===== src/rtl/mem_port_arbiter.sv =====
// mem_port_arbiter
//   Shares one single-ported memory between the instruction fetch port (IF)
//   and the load/store port (D). One requester is granted at a time. The
//   memory request is registered and held until the memory acknowledges it.
//   Data accesses win ties. A starvation counter forces a fetch grant after
//   STARVE_LIMIT consecutive data grants made while a fetch was waiting.
//
// Ports
//   i_clk, i_reset         clock (rising edge), async active-high reset
//   i_if_req/i_if_addr     fetch request level and byte address
//   i_if_flush             drop the result of the fetch in flight
//   o_if_rdata/o_if_ready  fetched word and one-cycle completion pulse
//   o_if_stall             i_if_req & ~o_if_ready, freezes PC and IF/ID
//   i_d_req/i_d_we         data request level, 1 = store
//   i_d_addr/i_d_wdata     data byte address and store data
//   i_d_wstrb              store byte enables
//   o_d_rdata/o_d_ready    load data and one-cycle completion pulse
//   o_mem_*                registered request to the memory
//   i_mem_rdata/i_mem_ack  memory read data and completion
module mem_port_arbiter #(
  parameter int unsigned STARVE_LIMIT = 4
) (
  input  logic        i_clk,
  input  logic        i_reset,
  input  logic        i_if_req,
  input  logic [31:0] i_if_addr,
  input  logic        i_if_flush,
  output logic [31:0] o_if_rdata,
  output logic        o_if_ready,
  output logic        o_if_stall,
  input  logic        i_d_req,
  input  logic        i_d_we,
  input  logic [31:0] i_d_addr,
  input  logic [31:0] i_d_wdata,
  input  logic [3:0]  i_d_wstrb,
  output logic [31:0] o_d_rdata,
  output logic        o_d_ready,
  output logic        o_mem_req,
  output logic        o_mem_we,
  output logic [31:0] o_mem_addr,
  output logic [31:0] o_mem_wdata,
  output logic [3:0]  o_mem_wstrb,
  input  logic [31:0] i_mem_rdata,
  input  logic        i_mem_ack
);

  typedef enum logic [1:0] {
    IDLE    = 2'd0,
    IF_BUSY = 2'd1,
    D_BUSY  = 2'd2
  } state_t;

  localparam logic [3:0] LIMIT = 4'(STARVE_LIMIT);

  state_t      r_state;
  state_t      w_next;
  logic        r_mem_req;
  logic        r_mem_we;
  logic [31:0] r_mem_addr;
  logic [31:0] r_mem_wdata;
  logic [3:0]  r_mem_wstrb;
  logic [3:0]  r_starve;
  logic        r_discard;

  logic        w_grant_d;
  logic        w_grant_if;
  logic        w_ack;
  logic        w_starved;
  logic        w_if_ready;
  logic        w_d_ready;

  // The ack only means something while a request is outstanding.
  assign w_ack     = r_mem_req & i_mem_ack;
  // A waiting fetch that has lost STARVE_LIMIT times in a row takes the tie.
  assign w_starved = i_if_req & (r_starve == LIMIT);

  // Next-state and grant decode
  always_comb begin
    w_next     = r_state;
    w_grant_d  = 1'b0;
    w_grant_if = 1'b0;
    case (r_state)
      IDLE: begin
        if (i_d_req && !w_starved) begin
          w_grant_d = 1'b1;
          w_next    = D_BUSY;
        end else if (i_if_req) begin
          w_grant_if = 1'b1;
          w_next     = IF_BUSY;
        end
      end
      IF_BUSY, D_BUSY: begin
        if (w_ack) w_next = IDLE;
      end
      default: w_next = IDLE;
    endcase
  end

  always_ff @(posedge i_clk or posedge i_reset) begin
    if (i_reset) r_state <= IDLE;
    else         r_state <= w_next;
  end

  // Memory request registers: loaded on a grant, frozen until the ack.
  always_ff @(posedge i_clk or posedge i_reset) begin
    if (i_reset) begin
      r_mem_req   <= 1'b0;
      r_mem_we    <= 1'b0;
      r_mem_addr  <= '0;
      r_mem_wdata <= '0;
      r_mem_wstrb <= '0;
    end else if (w_grant_d) begin
      r_mem_req   <= 1'b1;
      r_mem_we    <= i_d_we;
      r_mem_addr  <= {i_d_addr[31:2], 2'b00};
      r_mem_wdata <= i_d_wdata;
      r_mem_wstrb <= i_d_we ? i_d_wstrb : 4'b0000;
    end else if (w_grant_if) begin
      r_mem_req   <= 1'b1;
      r_mem_we    <= 1'b0;
      r_mem_addr  <= {i_if_addr[31:2], 2'b00};
      r_mem_wstrb <= 4'b0000;
    end else if (w_ack) begin
      r_mem_req   <= 1'b0;
    end
  end

  // Starvation counter: counts data grants that overtook a waiting fetch.
  always_ff @(posedge i_clk or posedge i_reset) begin
    if (i_reset) begin
      r_starve <= '0;
    end else if (w_grant_if) begin
      r_starve <= '0;
    end else if (w_grant_d) begin
      if (!i_if_req)             r_starve <= '0;
      else if (r_starve != LIMIT) r_starve <= r_starve + 4'd1;
    end
  end

  // Discard flag: a flush during a fetch lets the memory finish but hides
  // the result. A flush in the ack cycle itself is handled combinationally.
  always_ff @(posedge i_clk or posedge i_reset) begin
    if (i_reset) begin
      r_discard <= 1'b0;
    end else if (r_state == IF_BUSY) begin
      if (w_ack)           r_discard <= 1'b0;
      else if (i_if_flush) r_discard <= 1'b1;
    end
  end

  assign w_d_ready  = (r_state == D_BUSY) & i_mem_ack;
  assign w_if_ready = (r_state == IF_BUSY) & i_mem_ack & ~r_discard & ~i_if_flush;

  assign o_d_ready   = w_d_ready;
  assign o_if_ready  = w_if_ready;
  assign o_d_rdata   = w_d_ready  ? i_mem_rdata : 32'h0;
  assign o_if_rdata  = w_if_ready ? i_mem_rdata : 32'h0;
  assign o_if_stall  = i_if_req & ~w_if_ready;

  assign o_mem_req   = r_mem_req;
  assign o_mem_we    = r_mem_we;
  assign o_mem_addr  = r_mem_addr;
  assign o_mem_wdata = r_mem_wdata;
  assign o_mem_wstrb = r_mem_wstrb;

endmodule


===== config.mk =====
export PLATFORM = sky130hd
export DESIGN_NAME = mem_port_arbiter
export DESIGN_NICKNAME = d
export VERILOG_FILES = /design/src/rtl/mem_port_arbiter.sv
export SDC_FILE = /design/constraint.sdc
export NUM_CORES = 1
export LEC_CHECK = 0
export ABC_AREA = 1
export BUFFER_PORTS_ARGS = -buffer_cell sky130_fd_sc_hd__buf_2
export CAP_MARGIN = 20
export CORE_AREA = 2 2 108 110
export DETAILED_ROUTE_END_ITERATION = 10
export DIE_AREA = 0 0 110 112
export PLACE_DENSITY = 0.75
export SLEW_MARGIN = 0
export SYNTH_ARGS = -nofsm -noshare
export SYNTH_HDL_FRONTEND = slang
export SYNTH_SLANG_ARGS = --single-unit

===== constraint.sdc =====
create_clock -name i_clk -period 3.9 [get_ports i_clk]
set_input_delay 0.78 -clock i_clk [delete_from_list [all_inputs] [get_ports i_clk]]
set_output_delay 0.78 -clock i_clk [all_outputs]
set_load 0.01 [all_outputs]

==> impl_metrics.ini <==
[floorplanning]
rows = 39
die_area_um2 = 12300
start_util_pct = 37.6
io_pins = 276
core_um2 = 11200
die_x_um = 110
die_h_um = 112

[drt]
num_vias = 4480
drtAntennaViolNets = 0
wl_per_cell_um = 12.2
wl_mm = 12.8
initialDrtViolationCount = 217
first_pass_iters = 4
detail_route.drc_violations = 0
viasPerCell = 4.29

[sta]
fmax_mhz = 362
fin_crit_ns = 2.76
slew_headroom_pct = 34.0
finalHoldViolCount = 0
setup_violations = 0
skew_ns = 0.0123
rsz0062_at_grt = no
tightest_slew_ns = 0.988
post-route-period-util_pct = 70.8
finalSetupTns_ns = 0
slew_viol_final = 0

[synth]
syn-cell-area_um2 = 4200
synth_area_leaders = dfrtp_1 (45%), nand2_1 (24%), inv_1 (11%), nor2_1 (6.0%), nand3_1 (3.9%)
synth_top_family_by_area = simple AND/OR/NAND/NOR gates
synth-compound-area-share_pct = 1.43
synth_top_area_cell = dfrtp_1
synth_cell_types = 20
synth_fa_ha_area_share_pct = 1.49
yosys-mux-area-fraction_pct = 0
yosysTopAreaCellShare_pct = 44.7
synth-xor-area-share_pct = 0.417
syn_inst = 642
synthSimpleGateAreaFrac_pct = 34.9
synth-seq-area-share_pct = 44.7
yosys_register_bits = 75
yosysWarnings = 0
avgSynthCellArea_um2 = 6.54

[power]
p_leak_uw = 0.00414
power_density_nw_per_um2 = 662
vdd_drop_max_mv = 0.326

[outcome]
status = finished, final reports clean

[worst_setup_path]
worstSetupPathType = reg2out
worstPathRequired_ns = 3.12
critPathArrivalTime_ns = 1.98
worst-path-max-fanout = 22
critPathLaunchType = register
cp-end-kind = primary output

[clocking]
cts_buffers = 9
clock_latency_ns = 0.33
cts.sinks = 75
path_clk_slew_ns = 0.07
cts.htree.levels = 3
cts_resized = 0
hold_buffers = 0
cts_tree = yes
root_buffer = clkbuf_16
cts_buffer_depth = 2
post-cts-setup-buffers = 0

[finish]
drive_gt1_share_pct = 33.8
layout_common_cells = nand2_1 (270), buf_2 (269), inv_1 (127)
stdcell_count = 1045
n_antenna_cell = 0
nNetsFinal = 1041
syn2layout_area_growth_pct = 41.6
layout_commonest_cell = nand2_1

[global_routing]
grtUsageTotal_pct = 20.8
grt_pass1_vias = 4098
grt_overflow = 0
antenna_found_initial = 0
grt_pass1_wl_mm = 19.7
grt_max_degree = 59

[placed_design]
io_buffers = 269
dp_hpwl_mm = 9.38
place_congestion = 0.800
dp_cells = 1029

[flow_run]
drv_cap = 0

[worst_hold_path]
hold_path.class = in2async
stage by stage:
step                area (um2)  power [uW]  util (%)  hold slack, ns  worst slack [ns]
floorplan                 4200        2340         -           0.477              1.21
global placement          5590        2930      50.0           0.457             0.931
detailed placement        5590        2970      50.0           0.459             0.908
CTS                       5950        3980      53.2           0.380              1.12
global route              5950        4260      53.2           0.395             0.892
finish                    5950        3940      53.2           0.385              1.14
cells in the mapped netlist, drive strengths merged:
master / count
a21oi: 1
xor2: 1
nand3: 34
nand2: 272
dfrtp: 75
o21ai: 11
conb: 1
nor2: 67
xnor2: 1
clkbuf: 10
inv: 138
ha: 5
buf: 22
clkinv: 2
nand4: 2
state kept, by name, indices dropped and copies added (netlist names):
| name | count |
|---|---|
| r_discard | 1 |
| o_mem_wdata | 32 |
| o_mem_wstrb | 4 |
| o_mem_we | 1 |
| r_state | 2 |
| o_mem_addr | 30 |
| r_starve | 4 |
| o_mem_req | 1 |
final timing paths:
check,depth (start not counted),from,slack [ns],to
min in group i_clk,2,o_mem_wdata[10],0.47,o_mem_wdata[10]
worst max-delay path,6,r_state[1],1.14,o_if_rdata[8]
worst min register to register,2,o_mem_wdata[10],0.47,o_mem_wdata[10]
worst max register to register,10,r_starve[0],1.26,o_mem_wdata[31]
worst min-delay path,2,i_reset,0.38,o_mem_wdata[19]
max in group asynchronous,3,i_reset,2.48,r_starve[2]
area by class of cell:
class,instances,area [um2]
Fill cell,1154,5230
Sequential cell,75,1880
Multi-Input combinational cell,396,1610
Timing Repair Buffer,275,1390
Inverter,140,527
Clock buffer,10,239
Tap cell,143,179
Clock inverter,6,120
cell families after synthesis:
kind of cell    Yosys count
xor+xnor                  2
fa+ha+maj                 5
buf+inv                 172
simple gates            375
compound gates           12
other cells               1
flops                    75
per-layer routing:
metal | global-route usage, % | vias to the layer above | part of all wire [%] | routed length [um]
met3 | 3.22 | 23 | 6.6 | 838
met5 | 0 | - | 0 | 0
met2 | 37.8 | 175 | 51 | 6580
met1 | 23.6 | 1956 | 40 | 5060
li1 | - | 2326 | - | -
met4 | 8.78 | 0 | 2.4 | 306
report_power, final:
group          internal, uW  switching (uW)  total [uW]  leakage [uW]
sequential             1140             192        1330      0.000930
combinational           601            1010        1610       0.00304
clock                   652             340         991      0.000173
worst max-delay path, stage by stage, from the launching register on:
cell	delay, ns
dfrtp_1	0.40
inv_1	0.08
ha_1	0.17
nand4_1	0.36
buf_4	0.36
nor2_1	0.13
buf_2	0.15
No activity file was read; power rests on OpenSTA's default activity.
